==> src/rtl/spi_master_rx_deser.sv <==
`default_nettype none
// ============================================================================
// Module   : spi_master_rx_deser
// Purpose  : Receive deserializer for the AXI SPI master. Samples SDI on
//            rx_edge strobes in standard (sdi1) or quad (sdi3..sdi0) mode,
//            packs MSB-first into 32-bit words and hands them out through a
//            valid/ready holding register. Stalls the SPI clock generator
//            via clk_en_o when a completed word could not be stored.
// Ports    : clk, rstn (async, active-low)
//            en, rx_edge, sdi0..sdi3        - sampling control / serial data
//            en_quad_in, counter_in[15:0],
//            counter_in_upd                 - transfer setup / restart
//            rx_done                        - pulse after the final edge
//            data[31:0], data_valid,
//            data_ready                     - word output handshake
//            clk_en_o                       - permission for next SPI edge
// Config   : SPI_MASTER_RX_ENDIAN_SWAP_EN - byte-swap words before storing
// Revision : 1.0 - initial release
// ============================================================================
module spi_master_rx_deser (
    input  logic        clk,
    input  logic        rstn,
    input  logic        en,
    input  logic        rx_edge,
    input  logic        sdi0,
    input  logic        sdi1,
    input  logic        sdi2,
    input  logic        sdi3,
    input  logic        en_quad_in,
    input  logic [15:0] counter_in,
    input  logic        counter_in_upd,
    output logic        rx_done,
    output logic [31:0] data,
    output logic        data_valid,
    input  logic        data_ready,
    output logic        clk_en_o
);

    typedef enum logic {
        IDLE = 1'b0,
        RX   = 1'b1
    } state_t;

    state_t      state_q, state_d;
    logic        quad_q, quad_d;
    logic [15:0] target_q, target_d;
    logic [15:0] cnt_q, cnt_d;
    logic [31:0] shift_q, shift_d;
    logic [31:0] data_q, data_d;
    logic        valid_q, valid_d;
    logic        done_q, done_d;

    logic [15:0] cnt_inc;
    logic        last_edge;
    logic        word_edge;
    logic        completes;
    logic        clk_en;
    logic        sample;
    logic [31:0] shift_next;
    logic [31:0] word_out;
    logic [15:0] load_target;

    // Everything here depends only on registered state (plus data_ready for
    // the stall), so clk_en_o has no combinational path from rx_edge.
    always_comb begin
        cnt_inc     = cnt_q + 16'd1;
        last_edge   = (cnt_inc == target_q);
        word_edge   = quad_q ? (cnt_inc[2:0] == 3'd0) : (cnt_inc[4:0] == 5'd0);
        completes   = last_edge | word_edge;
        clk_en      = !((state_q == RX) && completes && valid_q && !data_ready);
        sample      = (state_q == RX) && en && rx_edge && clk_en;
        shift_next  = quad_q ? {shift_q[27:0], sdi3, sdi2, sdi1, sdi0}
                             : {shift_q[30:0], sdi1};
        load_target = en_quad_in ? {2'b00, counter_in[15:2]} : counter_in;
    end

`ifdef SPI_MASTER_RX_ENDIAN_SWAP_EN
    assign word_out = {shift_next[7:0], shift_next[15:8],
                       shift_next[23:16], shift_next[31:24]};
`else
    assign word_out = shift_next;
`endif

    always_comb begin
        state_d  = state_q;
        quad_d   = quad_q;
        target_d = target_q;
        cnt_d    = cnt_q;
        shift_d  = shift_q;
        data_d   = data_q;
        valid_d  = valid_q;
        done_d   = 1'b0;

        if (valid_q && data_ready) begin
            valid_d = 1'b0;
        end

        if (counter_in_upd) begin
            // Restart: the holding register is deliberately left alone so a
            // word already delivered to it is not lost.
            quad_d   = en_quad_in;
            target_d = load_target;
            cnt_d    = 16'd0;
            shift_d  = 32'd0;
            if (load_target == 16'd0) begin
                state_d = IDLE;
                done_d  = 1'b1;
            end else begin
                state_d = RX;
            end
        end else if (sample) begin
            cnt_d = cnt_inc;
            if (completes) begin
                // Shift register is cleared per word, so a partial final
                // word comes out right-justified with zero upper bits.
                data_d  = word_out;
                valid_d = 1'b1;
                shift_d = 32'd0;
            end else begin
                shift_d = shift_next;
            end
            if (last_edge) begin
                state_d = IDLE;
                done_d  = 1'b1;
            end
        end
    end

    always_ff @(posedge clk or negedge rstn) begin
        if (!rstn) begin
            state_q  <= IDLE;
            quad_q   <= 1'b0;
            target_q <= 16'd0;
            cnt_q    <= 16'd0;
            shift_q  <= 32'd0;
            data_q   <= 32'd0;
            valid_q  <= 1'b0;
            done_q   <= 1'b0;
        end else begin
            state_q  <= state_d;
            quad_q   <= quad_d;
            target_q <= target_d;
            cnt_q    <= cnt_d;
            shift_q  <= shift_d;
            data_q   <= data_d;
            valid_q  <= valid_d;
            done_q   <= done_d;
        end
    end

    assign rx_done    = done_q;
    assign data       = data_q;
    assign data_valid = valid_q;
    assign clk_en_o   = clk_en;

endmodule
`default_nettype wire

==> config.mk <==
export PLATFORM = sky130hd
export DESIGN_NAME = spi_master_rx_deser
export DESIGN_NICKNAME = d
export VERILOG_FILES = /design/src/rtl/spi_master_rx_deser.sv
export SDC_FILE = /design/constraint.sdc
export NUM_CORES = 1
export LEC_CHECK = 0
export ABC_AREA = 1
export CORE_MARGIN = 2
export CORE_UTILIZATION = 50
export CTS_CLUSTER_SIZE = 8
export DETAILED_ROUTE_END_ITERATION = 16
export PLACE_DENSITY = 0.77
export RECOVER_POWER = 50
export SLEW_MARGIN = 25
export SYNTH_ARGS = -nofsm -noshare
export SYNTH_HDL_FRONTEND = slang
export SYNTH_SLANG_ARGS = --single-unit
==> constraint.sdc <==
create_clock -name clk -period 3.6 [get_ports clk]
set_clock_uncertainty 0.2 [all_clocks]
set_input_delay 0.72 -clock clk [delete_from_list [all_inputs] [get_ports clk]]
set_output_delay 0.72 -clock clk [all_outputs]
set_load 0.05 [all_outputs]
-- After elaboration in Yosys (flattened, before gate mapping)
Cells that the tools add are included.
- reductions and logical operators: 16
- add/sub/neg operators: 1
- bitwise operators: 2
- eq/ne operators: 1
- multiplexer cells: 20
- operators by type and width (kind ; number):
    two-way mux 31 bit ; 3
    two-way mux 16 bit ; 3
    two-way mux 32 bit ; 1
    adder 16 x 1 -> 16 bit, second input constant ; 1
    == test 16 bit ; 1
    logical NOT 16 bit ; 1
    two-way mux 1 bit ; 13
    logical AND 1 bit ; 7
    logical NOT 5 bit ; 1
    nonzero test 2 bit ; 2
    logical NOT 3 bit ; 1
    AND reduction 3 bit ; 1
    logical NOT 1 bit ; 2
    AND reduction 2 bit ; 1
    inverter 1 bit ; 1
    OR 1 bit ; 1
- register bits after elaboration: 99
- input port bits: 27
- logic and storage cells: 48
- output and inout bits: 35

-- Longest topological paths before layout
Gate-level depths: netlist of the first run.
- depth in word-level cells: 11
- depth in mapped cells: 17
- gate-level depth less buffers: 16

-- Worst setup path after synthesis of the first run
OpenSTA, ideal clock, no wires.
- path type: register to output
- start: reg cnt_q[0]
- end: out clk_en_o
- buffers on the path: 1
- setup slack: 426 ps
- data arrival time: 2254 ps
- required time: 2680 ps
- cell stages (with the launch flop): 13
- cell sequence: dfrtp_1 -> ha_1 -> ha_1 -> xor2_1 -> nor3_1 -> o21ai_0 -> inv_1 -> nand2_1 -> nor2_1 -> nand3_2 -> nand2_4 -> nand2_4 -> clkbuf_1
- cells in the longest elaborated chain, start to end: 8
- elaborated cells on any way between the ends: 10
- those cells by class: add/sub: 1; eq/ne: 1; mux: 1; bitwise: 1; reduce/logical: 6
- ends and longest elaborated chain (element ; RTL line ; source):
    start, declared ; 47 ; logic [15:0] cnt_q, cnt_d;
    start signal, assigned ; 143 ; cnt_q <= cnt_d;
    adder 16 x 1 -> 16 bit * ; 66 ; cnt_inc = cnt_q + 16'd1;
    logical NOT 5 bit or logical NOT 3 bit (tied branches) ; 68 ; word_edge = quad_q ? (cnt_inc[2:0] == 3'd0) : (cnt_inc[4:0] == 5'd0);
    two-way mux 1 bit ; 68 ;
    OR 1 bit * ; 69 ; completes = last_edge | word_edge;
    logical AND 1 bit * (3 in a row) ; 70 ; clk_en = !((state_q == RX) && completes && valid_q && !data_ready);
    logical NOT 1 bit * ; 70 ;
    end, declared ; 36 ; output logic clk_en_o
Mark *: on every way between the ends. The rest lies on a longest branch, timed or not.

-- Worst setup path after layout of the first run
Same ends and word-level chain as after synthesis.

==> results of run 1 <==
-- per-layer routing --
metal  GRT usage [%]  share of wire (%)  up-vias
met5               0                  0        -
met4            7.33                2.0        0
met3            2.98                4.0       22
met2            37.1                 49      102
met1            30.7                 45     2187
li1                -                  -     2273
-- worst min-delay path by stage --
stage / slack (ns) / depth (start not counted) / endpoint / start
finish: 0.29 / 2 / data[27]$_DFFE_PN0P_ / data[27]$_DFFE_PN0P_
global route: 0.32 / 2 / data[26]$_DFFE_PN0P_ / data[26]$_DFFE_PN0P_
CTS: 0.13 / 1 / data[11]$_DFFE_PN0P_ / rstn
detailed placement: 0.27 / 2 / data[29]$_DFFE_PN0P_ / data[29]$_DFFE_PN0P_
global placement: 0.27 / 2 / data[29]$_DFFE_PN0P_ / data[29]$_DFFE_PN0P_
floorplan: 0.22 / 0 / cnt_q[0]$_DFFE_PN0P_ / rstn
-- stage by stage --
step	utilization (%)	area (µm²)	instances	power, W	hold slack, ns
6_report	61.7	6350	873	0.00225	0.291
5_1_grt	61.7	6350	873	0.00233	0.324
4_1_cts	61.0	6270	864	0.00226	0.134
3_5_place_dp	58.6	6020	849	0.00140	0.274
3_3_place_gp	58.6	6020	849	0.00140	0.265
2_1_floorplan	-	5290	671	0.00130	0.224
-- critical path, stage by stage, from the launching register on --
cell and delay, ns:
dfrtp_1 0.42, ha_1 0.26, inv_1 0.10, nor2_4 0.22
nand4_1 0.17, nand2_1 0.13, nand2_1 0.06, nand2_1 0.06
nand2_1 0.05, nor2_1 0.14, nand3_2 0.13, nand2_4 0.13
nand2_8 0.11, buf_12 0.18
-- synth_stat cells, types with 3 or more instances --
cell type  instances  share of area, %
mux2i_1           12               2.3
o21ai_0           82               7.8
clkbuf_2           3              0.28
o21ai_1           11               1.0
clkbuf_1          17               1.2
nor2_2             3              0.35
nand2_4            4              0.85
nand4_1           22               2.6
xor2_1             4              0.66
a21oi_1            3              0.28
buf_4              3              0.43
o21ai_2           33               5.5
nand2_1          193                14
nand3b_1           4              0.57
inv_1            100               7.1
nand3_1           31               2.9
nor2_1            17               1.2
nor3_1             3              0.28
dfrtp_1           99                47
buf_6              4              0.85
-- registers in the layout, summed over array words and instances (netlist names) --
| name | cells |
|---|---|
| state_q | 1 |
| cnt_q | 16 |
| shift_q | 31 |
| quad_q | 1 |
| data | 32 |
| rx_done | 1 |
| data_valid | 1 |
| target_q | 16 |
-- timing repair --
item | in CTS | in global routing
setup endpoints to repair | 0 | 1
setup buffers | 0 | 9
gates resized for setup | 0 | 5
-- power by group --
group	internal, W	switching [W]
clock network	0.000483	0.000395
registers	0.00114	0.0000255
logic	0.0000770	0.000138
-- cell families (layout without fill, tap and decap cells) --
logic type | Yosys count | count (layout) | synth area share (%)
simple gates | 286 | 286 | 24.0
compound gates | 134 | 134 | 15.3
buf+inv | 133 | 199 | 10.3
flops | 99 | 99 | 46.8
mux | 12 | 12 | 2.27
xor+xnor | 5 | 5 | 0.828
fa+ha+maj | 2 | 2 | 0.473
-- placed cells by master, fill, tap and decap left out, drive strengths merged, types with 2 or more instances in the layout --
| cell | count |
|---|---|
| mux2i | 12 |
| xor2 | 4 |
| clkbuf | 14 |
| nand3 | 33 |
| dfrtp | 99 |
| clkinv | 2 |
| o21ai | 126 |
| nor3 | 4 |
| nand3b | 4 |
| nand2 | 199 |
| bufinv | 3 |
| inv | 103 |
| clkdlybuf4s50 | 58 |
| nand4 | 22 |
| nor2 | 22 |
| a21oi | 4 |
| buf | 18 |
| ha | 2 |
-- area by class of cell --
class                           count  share of cell area [%]
Clock inverter                      5                    1.74
Inverter                          103                    6.09
Timing Repair Buffer               81                    12.1
Multi-Input combinational cell    439                    36.1
Clock buffer                       10                    2.17
Tap cell                          136                    2.68
Sequential cell                    99                    39.1
==> results.tsv, run 1 <==
metric	value	unit
drt_iter0_markers	269	
worstSetupEndpoint	clk_en_o	
rsz0062_at_grt	false	
worst-setup-path-type	register to output pin	
fmax	292	MHz
drive_gt1_share	11.9	%
synth-main-ff-cell	dfrtp_1	
holdBufCountCts	0	
tns	0	ns
synth_seq_cells	99	
vdd_drop_max	0.231	mV
avgViaCountPerCell	5.25	
fp.coreArea	0.0103	mm²
power_density	355	mW/mm²
grt_pass1_wl	20.7	mm
cts_root_buf	clkbuf_8	
dp_hpwl	8.73	mm
dr.pass1.iters	6	
routedWlPerCell	13.9	µm
period_needed	3.43	ns
hold_violations	0	
syn-cell-area	0.00529	mm²
rows	37	
avgSynthCellArea	7.88	µm²
ys_seq_area_share	46.8	%
async_reset_ff_share	100	%
required	2.68	ns
multi_input_area	0.00229	mm²
synth.distinct_cells	37	
fillerInstances	889	
rrSetupSlack	0.57	ns
reg2reg_depth	16	
synthCells	671	
grt_pass1_vias	4448	
period_share	95.2	%
route.final.wire_length	12.2	mm
cp_max_fo	12	
cp-end-kind	output pin	
area_growth	20.0	%
dieArea	0.0114	mm²
cts_sinks	99	
synth_edf_count	0	
io-pin-count	62	
power.leakage	2.75	nW
htree_levels	3	
place.gp.congestion	0.957	
port_buffers	61	
fp.dieH	107	µm
die_w	107	µm
clock_latency	0.36	ns
tightest_slew	2.03	ns
clockBufferDepth	2	
grt-ovfl-total	0	
drc	0	
crit_path_start_kind	register	
status	finished with violations	
report.final.slew_viol_count	136	
layout_setup_ws	0.173	ns
path_clk_slew	0.09	ns
diodes	0	
initial_core_util	51.5	%
grt_max_degree	62	
num_vias	4584	
tritoncts	yes	
r2r-end	data[14]$_DFFE_PN0P_	
setup_viol	0	
synth_nets	700	
maxSlewHeadroom	-35.1	%
place_ws	0.403	ns
cap_violations	3	
nNetsFinal	762	
hp-class	register to register	
cp-startpoint	cnt_q[0]$_DFFE_PN0P_	
violations	max-capacitance violations, max-slew violations	
cts_buffers	9	
yosysWarnings	0	
ant_nets	0	
register_area	0.00248	mm²
reg2reg_from	cnt_q[0]$_DFFE_PN0P_	
arrival	2.51	ns
grt_usage	22.4	%
grt_antenna_before_repair	0	
(Power assumes the default switching activity.)
==> run 2: changes to the inputs <==
--- a/config.mk
+++ b/config.mk
@@ -8,8 +8,11 @@
 export ABC_AREA = 1
 export CORE_MARGIN = 2
 export CORE_UTILIZATION = 50
+export CTS_BUF_LIST = sky130_fd_sc_hd__clkbuf_4 sky130_fd_sc_hd__clkbuf_8
+export CTS_CLUSTER_DIAMETER = 100
 export CTS_CLUSTER_SIZE = 8
 export DETAILED_ROUTE_END_ITERATION = 16
+export GPL_ROUTABILITY_DRIVEN = 0
 export PLACE_DENSITY = 0.77
 export RECOVER_POWER = 50
 export SLEW_MARGIN = 25
==> results.tsv, run 2 (synthesis results as in run 1) <==
metric	value	unit
maxSlewHeadroom	-40.1	%
worst-setup-path-type	register to output pin	
cp_max_fo	19	
dp_hpwl	8.64	mm
vdd_drop_max	0.205	mV
reg2reg_depth	15	
initial_core_util	51.5	%
grt_antenna_before_repair	0	
crit_path_start_kind	register	
diodes	0	
hold_slack	0.295	ns
worst_path_largest_cell_delay	0.43	ns
grt_max_degree	86	
hp-class	register to register	
drive_gt1_share	11.6	%
drc	0	
io-pin-count	62	
fillerInstances	915	
crit_path_cell_trace	ha_1 -> ha_4 -> xor2_1 -> nor3_1 -> o21ai_0 -> inv_1 -> nand2_1 -> nor2_1 -> nand3_2 -> nand2_4 -> nand2_8 -> buf_12	
fp.coreArea	0.0103	mm²
drt_iter0_markers	315	
cp_num_buf_inv	2	
hold_violations	0	
cts_buffers	9	
reg2reg_from	cnt_q[0]$_DFFE_PN0P_	
hold_end	data[30]$_DFFE_PN0P_	
port_buffers	61	
layout_setup_ws	0.0542	ns
arrival	2.63	ns
nNetsFinal	759	
rrSetupSlack	0.47	ns
setup_viol	0	
cp_top_family	simple AND/OR/NAND/NOR gates	
route.final.wire_length	12.5	mm
routedWlPerCell	14.3	µm
required	2.68	ns
grt_usage	22.9	%
cp-end-kind	output pin	
place_ws	0.410	ns
fp.dieH	107	µm
layout_commonest_cell	nand2_1	
rows	37	
status	finished with violations	
clockBufferDepth	2	
clock_latency	0.37	ns
tritoncts	yes	
mostFrequentLayoutCells	193 x nand2_1, 100 x inv_1, 97 x dfrtp_1	
tightest_slew	2.10	ns
area_growth	18.9	%
power_density	343	mW/mm²
ant_nets	0	
report.final.slew_viol_count	128	
slowest_stage	dfrtp_1	
htree_levels	3	
dieArea	0.0114	mm²
grt-ovfl-total	0	
power.leakage	2.72	nW
period_share	98.5	%
violations	max-capacitance violations, max-slew violations	
cts_sinks	99	
holdPathStages	2	
period_needed	3.55	ns
fmax	282	MHz
dr.pass1.iters	7	
cts_root_buf	clkbuf_8	
largest_register_ffs	32	
path_clk_slew	0.10	ns
num_vias	4618	
hp-start	data[30]$_DFFE_PN0P_	
cap_violations	2	
grt_pass1_vias	4575	
avgViaCountPerCell	5.30	
die_w	107	µm
r2r-end	cnt_q[11]$_DFFE_PN0P_	
grt_pass1_wl	21.1	mm
-- run 2: cell count changes in the layout (fill, tap and decap cells not counted), moves of 2 or more --
cell	delta
bufinv_16	-2
clkbuf_2	+2
buf_4	-6
inv_6	+2
-- run 2: timing repair --
action | 4_1_cts | 5_1_grt
buffers inserted | 0 | 4
endpoints found under the setup margin | 1 | 1
resized for setup | 1 | 5
cloned | 0 | 1
pin swaps | 0 | 2
hold buffers | 0 | 0
-- run 2: worst max path at each step --
stage	startpoint	to	slack [ns]	depth (start not counted)
4_1_cts	cnt_q[0]$_DFFE_PN0P_	clk_en_o	0.04	12
3_5_place_dp	cnt_q[0]$_DFFE_PN0P_	clk_en_o	0.41	12
6_report	cnt_q[0]$_DFFE_PN0P_	clk_en_o	0.05	12
3_3_place_gp	en_quad_in	rx_done$_DFF_PN0_	0.48	10
2_1_floorplan	cnt_q[0]$_DFFE_PN0P_	clk_en_o	0.43	12
5_1_grt	cnt_q[0]$_DFFE_PN0P_	clk_en_o	-0.05	12
-- run 2: worst min-delay path, cell delays in order, from the launching register on --
cell	delay [ns]
dfrtp_1	0.36
nand2_1	0.05
o21ai_0	0.05
-- run 2: report_power, final --
| part | internal (W) | switching (W) |
|---|---|---|
| clock | 0.000340 | 0.000440 |
| sequential | 0.00114 | 0.0000228 |
| combinational | 0.0000768 | 0.000143 |
-- run 2: layer usage --
layer	routed length (µm)	track usage, %	vias to the layer above	part of all wire [%]
li1	-	-	2267	-
met5	0	0	-	0
met3	637	4.01	30	5.1
met4	280	8.26	0	2.2
met2	6120	38.3	146	49
met1	5410	29.9	2175	43
-- run 2: through the flow --
step	instance area (µm²)	cells	power [W]	setup TNS, ns	utilization [%]
global placement	6020	850	0.00139	0	58.6
floorplan	5290	671	0.00130	0	-
CTS	6250	866	0.00217	0	60.8
global route	6290	871	0.00225	-0.0490	61.2
detailed placement	6020	850	0.00140	0	58.6
finish	6290	871	0.00216	0	61.2
-- run 2: final cells by class --
cell class                 count  area (µm²)  share of cell area (%)
sequential                    99        2480                    39.5
clock buffer                   9         124                    1.97
multi-input combinational    440        2300                    36.6
clock inverter                 7        92.6                    1.47
inverter                     103         387                    6.15
timing repair buffer          77         731                    11.6
tap                          136         170                    2.71
==> run 3: changes to the inputs <==
--- a/config.mk
+++ b/config.mk
@@ -13,7 +13,7 @@
 export CTS_CLUSTER_SIZE = 8
 export DETAILED_ROUTE_END_ITERATION = 16
 export GPL_ROUTABILITY_DRIVEN = 0
-export PLACE_DENSITY = 0.77
+export PLACE_DENSITY = 0.76
 export RECOVER_POWER = 50
 export SLEW_MARGIN = 25
 export SYNTH_ARGS = -nofsm -noshare
==> results.tsv, run 3 (synthesis results as in run 1) <==
metric	value	unit
status	finished with violations	
violations	max-capacitance violations, max-slew violations	
hold_end	data[15]$_DFFE_PN0P_	
hold_violations	0	
port_buffers	61	
required	2.68	ns
mostFrequentLayoutCells	193 x nand2_1, 100 x inv_1, 99 x dfrtp_1	
cp_num_buf_inv	2	
tightest_slew	1.71	ns
cts_buffers	9	
dp_hpwl	8.99	mm
r2r-end	cnt_q[11]$_DFFE_PN0P_	
cap_violations	1	
die_w	107	µm
period_share	95.5	%
fillerInstances	909	
crit_path_cell_trace	ha_1 -> ha_1 -> xor2_1 -> nor3_1 -> o21ai_0 -> inv_1 -> nand2_1 -> nor2_1 -> nand3_2 -> nand2_4 -> nand2_8 -> buf_12	
tns	0	ns
fin_util	60.5	%
nNetsFinal	759	
holdPathStages	2	
route.final.wire_length	12.5	mm
vdd_drop_max	0.315	mV
worst_path_largest_cell_delay	0.43	ns
ant_nets	0	
rsz0062_at_grt	false	
io-pin-count	62	
rows	37	
routedWlPerCell	14.4	µm
setup_viol	0	
drt_iter0_markers	381	
dieArea	0.0114	mm²
report.final.slew_viol_count	42	
diodes	0	
hp-start	data[15]$_DFFE_PN0P_	
cp-end-kind	output pin	
period_needed	3.44	ns
layout_setup_ws	0.161	ns
arrival	2.52	ns
initial_core_util	51.5	%
maxSlewHeadroom	-13.9	%
clockBufferDepth	2	
power.leakage	2.71	nW
path_clk_slew	0.09	ns
hp-class	register to register	
place_ws	0.408	ns
grt_max_degree	65	
cts_root_buf	clkbuf_8	
layout_commonest_cell	nand2_1	
final_cells	869	
tritoncts	yes	
fmax	291	MHz
drc	0	
htree_levels	3	
crit_path_start_kind	register	
slowest_stage	dfrtp_1	
worst-setup-path-type	register to output pin	
fp.coreArea	0.0103	mm²
dr.pass1.iters	5	
grt_usage	23.5	%
area_growth	17.6	%
critical_path.most_common_cell	ha_1	
grt-ovfl-total	0	
largest_register_ffs	32	
power_density	325	mW/mm²
cp_top_family	simple AND/OR/NAND/NOR gates	
grt_antenna_before_repair	0	
cts_sinks	99	
reg2reg_from	cnt_q[0]$_DFFE_PN0P_	
drive_gt1_share	11.2	%
clock_latency	0.37	ns
num_vias	4715	
avgViaCountPerCell	5.43	
reg2reg_depth	16	
cp_max_fo	7	
fp.dieH	107	µm
grt_pass1_wl	21.6	mm
place_inst	849	
holdBufCountCts	0	
rrSetupSlack	0.49	ns
grt_pass1_vias	4657	
[run 3: cell types whose count changed in the layout (fill, tap and decap cells not counted), moves of 2 or more]
cell,previous run,this run
dfrtp_2,2,0
clkinv_4,2,0
clkbuf_1,4,2
dfrtp_1,97,99
clkinv_2,0,2
buf_4,10,13
[run 3: report_power, final]
part / switching (W) / internal [W]
combinational: 0.000142 / 0.0000767
sequential: 0.0000226 / 0.00114
clock: 0.000381 / 0.000263
total: 0.000546 / 0.00148
[run 3: worst max path at each step]
stage	depth (start not counted)	end	slack (ns)	startpoint
after floorplan	12	clk_en_o	0.43	cnt_q[0]$_DFFE_PN0P_
after global placement	10	rx_done$_DFF_PN0_	0.47	en_quad_in
after detailed placement	10	rx_done$_DFF_PN0_	0.41	en_quad_in
after CTS	13	clk_en_o	0.01	cnt_q[0]$_DFFE_PN0P_
after global routing	12	clk_en_o	0.02	cnt_q[0]$_DFFE_PN0P_
final	12	clk_en_o	0.16	cnt_q[0]$_DFFE_PN0P_
[run 3: what timing repair did]
item / CTS / global route
resized for setup: 0 / 2
setup endpoints to repair: 0 / 1
setup buffers: 0 / 6
[run 3: per-layer routing]
layer,track usage (%),part of all wire [%]
met2,38.7,51
met1,30.4,41
met3,5.29,6.2
met4,9.00,2.2
met5,0,0
[run 3: area by class of cell]
cell class                      count  area [µm²]  area share [%]
Clock inverter                      4        26.3           0.422
Multi-Input combinational cell    439        2280            36.6
Sequential cell                    99        2480            39.8
Timing Repair Buffer               78         746            12.0
Clock buffer                       10         138            2.21
Inverter                          103         387            6.21
Tap cell                          136         170            2.73
[run 3: per-stage QoR]
step                      hold WS (ns)  power (W)  area (µm²)
final                            0.294    0.00202        6220
after floorplan                  0.224    0.00130        5290
after CTS                        0.182    0.00203        6190
after global placement           0.266    0.00139        6020
after detailed placement         0.274    0.00140        6020
after global routing             0.317    0.00210        6220
[run 3: worst reg2reg max path, cell delays in order (launching register included)]
cell     delay, ns
dfrtp_1       0.43
ha_1          0.25
ha_1          0.33
xor2_1        0.18
nor3_1        0.13
o21ai_0       0.10
inv_1         0.06
nand2_1       0.04
nor2_1        0.13
nand3_2       0.12
nand2_4       0.13
nand2_8       0.09
buf_4         0.16
nand2_4       0.09
nand2_4       0.21
buf_4         0.27
o21ai_1       0.14
